`src/rtl/alu_issue_ctrl.sv`:
```
// rtl/alu_issue_ctrl.sv - multi-cycle fetch/decode/issue controller driving the ALU, register file and data memory
//
// Purpose: fetches 32-bit instructions, presents the decoded fields to the ALU,
// sequences register reads, execute, optional data-memory access and writeback,
// and holds the architectural N,Z,C,V flags.
//
// Optional feature macro: ALU_ISSUE_HALT_EN (opcode 1111 with instr[0] = 1 halts,
// adds the halted output).
//
// Ports:
//   clk, rst                 clock, asynchronous active-high reset
//   imem_req/addr/valid/data instruction fetch handshake
//   alu_opcode/cond/s/sr_cont/sr_bit/imm  ALU control fields from instr register
//   alu_cond_met, alu_flags  ALU status inputs sampled in EXEC
//   rf_raddr1/2, rf_waddr, rf_we  register file control
//   dmem_req/we/ack          data memory handshake
//   flags_q, pc, busy        architectural state and activity
//   halted                   HALT state indicator (ALU_ISSUE_HALT_EN only)
module alu_issue_ctrl #(
  parameter logic [31:0] RESET_PC = 32'h0000_0000,
  parameter int unsigned PC_STEP  = 4
) (
  input  logic        clk,
  input  logic        rst,
  output logic        imem_req,
  output logic [31:0] imem_addr,
  input  logic        imem_valid,
  input  logic [31:0] imem_data,
  output logic [3:0]  alu_opcode,
  output logic [3:0]  alu_cond,
  output logic        alu_s,
  output logic [2:0]  alu_sr_cont,
  output logic [4:0]  alu_sr_bit,
  output logic [15:0] alu_imm,
  input  logic        alu_cond_met,
  input  logic [3:0]  alu_flags,
  output logic [3:0]  rf_raddr1,
  output logic [3:0]  rf_raddr2,
  output logic [3:0]  rf_waddr,
  output logic        rf_we,
  output logic        dmem_req,
  output logic        dmem_we,
  input  logic        dmem_ack,
  output logic [3:0]  flags_q,
  output logic [31:0] pc,
  output logic        busy
`ifdef ALU_ISSUE_HALT_EN
  ,
  output logic        halted
`endif
);

  typedef enum logic [2:0] {
    S_IDLE   = 3'd0,
    S_FETCH  = 3'd1,
    S_DECODE = 3'd2,
    S_EXEC   = 3'd3,
    S_MEM    = 3'd4,
    S_WB     = 3'd5
`ifdef ALU_ISSUE_HALT_EN
    ,
    S_HALT   = 3'd6
`endif
  } state_t;

  localparam logic [3:0] OP_XOR = 4'b0101;
  localparam logic [3:0] OP_MOV = 4'b0111;
  localparam logic [3:0] OP_CMP = 4'b1011;
  localparam logic [3:0] OP_LDR = 4'b1101;
  localparam logic [3:0] OP_NOP = 4'b1111;

  state_t      state, state_d;
  logic [31:0] instr;
  logic        cond_q;
  logic [3:0]  opc;
  logic        is_ldr;
  logic        is_mem;
  logic        wr_rd;
  logic        flag_upd;
  logic        halt_op;
  logic        unused_bits;

  assign opc      = instr[27:24];
  assign is_ldr   = (opc == OP_LDR);
  // Everything that is not an ALU op, MOV/MOVI, CMP or NOP is a memory op;
  // undefined opcodes behave as STR, like the ALU default case.
  assign is_mem   = (opc > OP_MOV) && (opc != OP_CMP) && (opc != OP_NOP);
  assign wr_rd    = (opc <= OP_MOV) || is_ldr;
  assign flag_upd = (instr[23] && (opc <= OP_XOR)) || (opc == OP_CMP);

`ifdef ALU_ISSUE_HALT_EN
  assign halt_op  = (opc == OP_NOP) && instr[0];
  assign halted   = (state == S_HALT);
`else
  assign halt_op  = 1'b0;
`endif
  assign unused_bits = ^instr[2:0];

  assign imem_addr   = pc;
  assign alu_cond    = instr[31:28];
  assign alu_opcode  = opc;
  assign alu_s       = instr[23];
  assign alu_sr_cont = instr[22:20];
  assign rf_waddr    = instr[19:16];
  assign rf_raddr1   = instr[15:12];
  assign rf_raddr2   = instr[11:8];
  assign alu_sr_bit  = instr[7:3];
  assign alu_imm     = instr[15:0];

`ifdef ALU_ISSUE_HALT_EN
  assign busy = (state != S_IDLE) && (state != S_HALT);
`else
  assign busy = (state != S_IDLE);
`endif

  always_ff @(posedge clk or posedge rst) begin
    if (rst) begin
      state   <= S_IDLE;
      pc      <= RESET_PC;
      flags_q <= 4'b0000;
      instr   <= 32'hF000_0000;
      cond_q  <= 1'b0;
    end else begin
      state <= state_d;
      if (state == S_FETCH && imem_valid) begin
        instr <= imem_data;
      end
      if (state == S_EXEC) begin
        cond_q <= alu_cond_met;
        if (alu_cond_met && flag_upd) begin
          flags_q <= alu_flags;
        end
      end
      // A halting instruction leaves pc pointing at itself.
      if (state == S_WB && !(cond_q && halt_op)) begin
        pc <= pc + 32'(PC_STEP);
      end
    end
  end

  always_comb begin
    state_d  = state;
    imem_req = 1'b0;
    dmem_req = 1'b0;
    dmem_we  = 1'b0;
    rf_we    = 1'b0;
    case (state)
      S_IDLE: state_d = S_FETCH;
      S_FETCH: begin
        imem_req = 1'b1;
        if (imem_valid) begin
          state_d = S_DECODE;
        end
      end
      S_DECODE: state_d = S_EXEC;
      S_EXEC: begin
        // alu_cond_met is used live here; cond_q only exists for WB.
        if (alu_cond_met && is_mem) begin
          state_d = S_MEM;
        end else begin
          state_d = S_WB;
        end
      end
      S_MEM: begin
        dmem_req = 1'b1;
        dmem_we  = !is_ldr;
        if (dmem_ack) begin
          state_d = S_WB;
        end
      end
      S_WB: begin
        rf_we = cond_q && wr_rd;
`ifdef ALU_ISSUE_HALT_EN
        state_d = (cond_q && halt_op) ? S_HALT : S_FETCH;
`else
        state_d = S_FETCH;
`endif
      end
`ifdef ALU_ISSUE_HALT_EN
      S_HALT: state_d = S_HALT;
`endif
      default: state_d = S_IDLE;
    endcase
  end

endmodule
```
`config.mk`:
```
export PLATFORM = sky130hd
export DESIGN_NAME = alu_issue_ctrl
export DESIGN_NICKNAME = d
export VERILOG_FILES = /design/src/rtl/alu_issue_ctrl.sv
export SDC_FILE = /design/constraint.sdc
export NUM_CORES = 1
export LEC_CHECK = 0
export ABC_AREA = 1
export BUFFER_PORTS_ARGS = -buffer_cell sky130_fd_sc_hd__buf_2
export CAP_MARGIN = 40
export CORE_MARGIN = 10
export CORE_UTILIZATION = 51
export DETAILED_ROUTE_END_ITERATION = 10
export GPL_TIMING_DRIVEN = 0
export PLACE_DENSITY = 0.87
export SYNTH_ARGS = -nofsm -noshare
export SYNTH_HDL_FRONTEND = slang
export SYNTH_SLANG_ARGS = --single-unit
```
`constraint.sdc`:
```
create_clock -name clk -period 6.8 [get_ports clk]
set_clock_uncertainty 0.05 [all_clocks]
set_input_delay 1.36 -clock clk [delete_from_list [all_inputs] [get_ports clk]]
set_output_delay 1.36 -clock clk [all_outputs]
set_load 0.01 [all_outputs]
```
# Yosys cells after proc, flatten, opt, wreduce, memory -nomap -nowiden
# Index checks and enable logic that the tools add are counted.
op_classes:
  n_eq_ne: 11
  addsub: 1
  reduce_logical: 15
  n_lt_le_gt_ge: 3
  mux: 8
ops:
  columns: ["op", "count"]
  rows:
  - ["32-bit by 3-bit adder with 32-bit output, second input constant", 1]
  - ["3-bit case mux with 5 select lines", 1]
  - ["4-bit equality test, second input constant", 2]
  - ["4-bit by 3-bit <= comparator with 1-bit output, second input constant", 2]
  - ["4-bit inequality test, second input constant", 2]
  - ["1-bit logical AND", 7]
  - ["3-bit by 2-bit equality test with 1-bit output, second input constant", 2]
  - ["3-bit equality test, second input constant", 2]
  - ["3-bit two-way mux", 2]
  - ["1-bit two-way mux", 5]
  - ["4-bit by 3-bit greater-than comparator with 1-bit output, second input constant", 1]
  - ["2-bit inequality test, second input constant", 2]
  - ["2-bit AND reduction", 2]
  - ["3-bit by 1-bit equality test with 1-bit output, second input constant", 1]
  - ["3-bit logical NOT", 1]
  - ["3-bit nonzero test", 1]
  - ["1-bit logical OR", 2]
  - ["2-bit OR reduction", 1]
  - ["1-bit logical NOT", 1]
totals:
  output_inout_bits: 118
  reg_bits: 72

# Longest topological paths before layout
depth:
  depth_word: 6
  ltp_mapped: 8
  depth_no_buf: 8

# Worst setup path after synthesis
# Ideal clock, no wire load.
synth_timing:
  kind: "reg2out"
  start: "register state[1]"
  end: "output port rf_we"
  path_buffers: 0
  path_slack_ns: 4.319
  required_ns: 5.390
  path_stages_with_launch: 6
  arrival_time_ns: 1.071
  cell_sequence: "dfrtp_1 inv_2 nand3_4 inv_4 nand2_1 nor2_1"
synth_between:
  elab_chain_len: 2
synth_lines:
  columns: ["element", "line_no", "text"]
  rows:
  - ["start: declaration", "72", "state_t state, state_d;"]
  - ["start signal: assignment", "124", "state <= state_d;"]
  - ["3-bit equality test", "147", "case (state)"]
  - ["1-bit two-way mux", "147", null]
  - ["end: declaration", "40", "output logic rf_we,"]
# Every way passes these cells.

# Final worst setup path
# Ends and elaborated chain as after synthesis.

==> results.md <==
- Hold slack: 421 ps
- Cells after Synth: 458
- Overall Global Routing Usage: 0.189
- Distinct cell type count of the synthesized netlist: 33
- DRC errors left: 0
- Clock sink total: 70
- CTS resizes: 0
- Site Rows: 31
- Status: completed
- CP Class: reg2out
- LEAKAGE: 3.00 nW
- 1st-iter DRT viols: 136
- Cell Area, Synth: 3800 um2
- Clk root buf: clkbuf_8
- GPL Wtd Cong: 0.876
- CTS tree: done
- Required @ worst endpoint: 5390 ps
- Layout area overhead: 30.0%
- Max-slew violations: 0
- Actual slew at the worst max-slew pin: 756 ps
- Async S/R FF share, synth: 1.00
- Initial antenna violation count: 0
- Vias in the first global route: 3720
- Via-to-Cell Ratio: 4.83
- Sequential area share after synthesis: 0.462
- Post-CTS Hold Buffers: 0
- Reg-to-Reg End: flags_q[1]
- Startpoint types: flop
- CP arrival: 1620 ps
- DRT Pass-1 Iters: 4
- Top-Level Pins: 159
- Largest net degree at the start of global routing: 39
- Clk buf depth: 2
- Max-slew headroom: 0.492
- Flop-to-flop setup slack: 5120 ps
- Avg Cell Area, Syn: 8.29 um2
- Max Cap Violations: 0
- Critical path origin: state[1]
- DP HPWL: 8.54 mm
- Achievable Freq: 331 MHz
- Die Height: 106 um
- CTS clk-pin slew, worst paths: 80 ps
- DRT antenna net count: 0
- Number of synthesized flops with an enable pin: 0
- Drt total wl: 10.7 mm
- Crit path to: rf_we
- Via Count: 3533
- Final setup TNS: 0 ps
- Post-CTS setup buffer count: 0
- Path depth of the worst reg2reg path: 5
- Min cycle time layout: 3030 ps
- Final instance area: 4940 um2
- Fraction of layout instances using a drive strength above 1: 0.408
- Launching point of the worst reg2reg path: instr[27]
- Die Wd: 106 um
- WL per Instance: 14.6 um
- Core box area: 7250 um2
- Layout net count: 669
- Antenna cells: 0
- Fin crit share: 0.445
- Num CTS Buffers: 9
- Power density of the placed cells: 337 nW/um2
- Min-Delay Path Class: reg2reg
- RSZ-0062 raised after global routing: false
- Port Buffer Count: 154
- GRT overflow: 0
- Total power: 1.66 mW
- Starting Density: 0.524
- DP Area: 4730 um2
- Ys Warns: 0
- First-pass GRT wire length: 17.6 mm
- Worst Path Max Fanout: 8
- Synthesized flop and latch total: 70
- Setup crit end kind: output pin
- Worst-Skew Late Latency: 340 ps
- Die area: 11300 um2
- VDD IR-drop max: 0.253 mV
- Final hold vios: 0
- Final setup fails: 0
- CTS H-tree lvls: 3
- Synth Flop Type: dfrtp_1
## critical path, cell delays in order, from the launching register on
cell and delay, ps:
dfrtp_1 470, inv_2 140, nand3_4 190, inv_4 180, nand2_1 60, nor2_1 90, buf_2 140
## cells in the final DEF, fill, tap and decap left out
cell type / n
a21oi_1: 3
a22oi_1: 1
a31oi_1: 1
a41oi_1: 1
buf_12: 1
buf_2: 161
buf_4: 48
bufinv_16: 2
clkbuf_1: 2
clkbuf_8: 9
clkinv_2: 4
clkinv_4: 1
conb_1: 4
dfrtp_1: 66
dfstp_2: 4
ha_1: 1
inv_1: 28
inv_2: 2
inv_4: 2
nand2_1: 154
nand2_2: 5
nand2_4: 3
nand3_1: 43
nand3_4: 1
nand3b_1: 9
nand4_1: 8
nor2_1: 33
nor2_2: 5
nor2_4: 4
nor2_8: 3
nor3_1: 1
nor3_4: 2
nor3b_1: 1
o21ai_0: 2
o31ai_1: 2
xnor2_1: 4
xor2_1: 10
xor2_2: 1
## cells by family after synthesis
logic type,Yosys count,share of synthesized area
and+or+nand+nor,272,0.342
DFF,70,0.462
AOI/OAI and AO/OA,10,0.0165
other,1,0.000987
adders and majority gates,1,0.00329
xor gates and xnor gates,15,0.0366
buffers and inverters,89,0.138
## area by class of cell
class | count | area [um2]
multi-input combinational | 302 | 1530
buffer | 57 | 403
inverter | 32 | 125
clock buffer | 9 | 124
sequential | 70 | 1760
tap | 99 | 124
fill | 575 | 2310
timing repair buffer | 155 | 791
clock inverter | 7 | 88.8
## sequential cells by signal (all words and copies together) (netlist names)
register	count
state	3
imem_addr	30
cond_q	1
flags_q	4
instr	32
## metal layers
metal	GRT usage	routed length (um)	up-vias
li1	-	-	1729
met3	0.0912	1350	23
met5	0	0	-
met2	0.314	5040	171
met4	0.0861	246	0
met1	0.198	4030	1610
## worst min path at each step
stage / slack [ps] / end / depth (start not counted) / start
2_1_floorplan: 400 / cond_q / 2 / cond_q
3_3_place_gp: 400 / instr[29] / 2 / instr[29]
5_1_grt: 440 / instr[30] / 2 / instr[30]
4_1_cts: 420 / instr[30] / 2 / instr[30]
6_report: 420 / instr[28] / 2 / instr[28]
3_5_place_dp: 410 / instr[30] / 2 / instr[30]
## per-stage QoR
stage                     utilization  std cells  setup slack, ps
after floorplan                     -        461             3630
after global placement          0.649        714             2850
after detailed placement        0.652        715             4150
after CTS                       0.681        731             3750
after global routing            0.681        731             3660
final                           0.681        731             3770
## Yosys cell counts, types with 3 or more instances
library cell,number,area (um2)
nand2_1,154,578
nor2_8,3,60.1
inv_1,29,109
xor2_1,10,87.6
a21oi_1,3,15.0
dfrtp_1,66,1650
nand4_1,8,50.1
nand2_4,3,33.8
dfstp_2,4,105
nand3b_1,9,67.6
buf_4,48,360
nor2_1,33,124
nor2_4,4,45.0
nand3_1,43,215
nand2_2,5,31.3
xnor2_1,4,35.0
nor2_2,5,31.3
buf_2,7,35.0
## report_power, final
group          switching [mW]  total [mW]  internal, mW
sequential              0.106       0.653         0.547
combinational           0.376       0.650         0.274
clock                   0.156       0.361         0.204
total                   0.638        1.66          1.03
(Power assumes the default switching activity.)
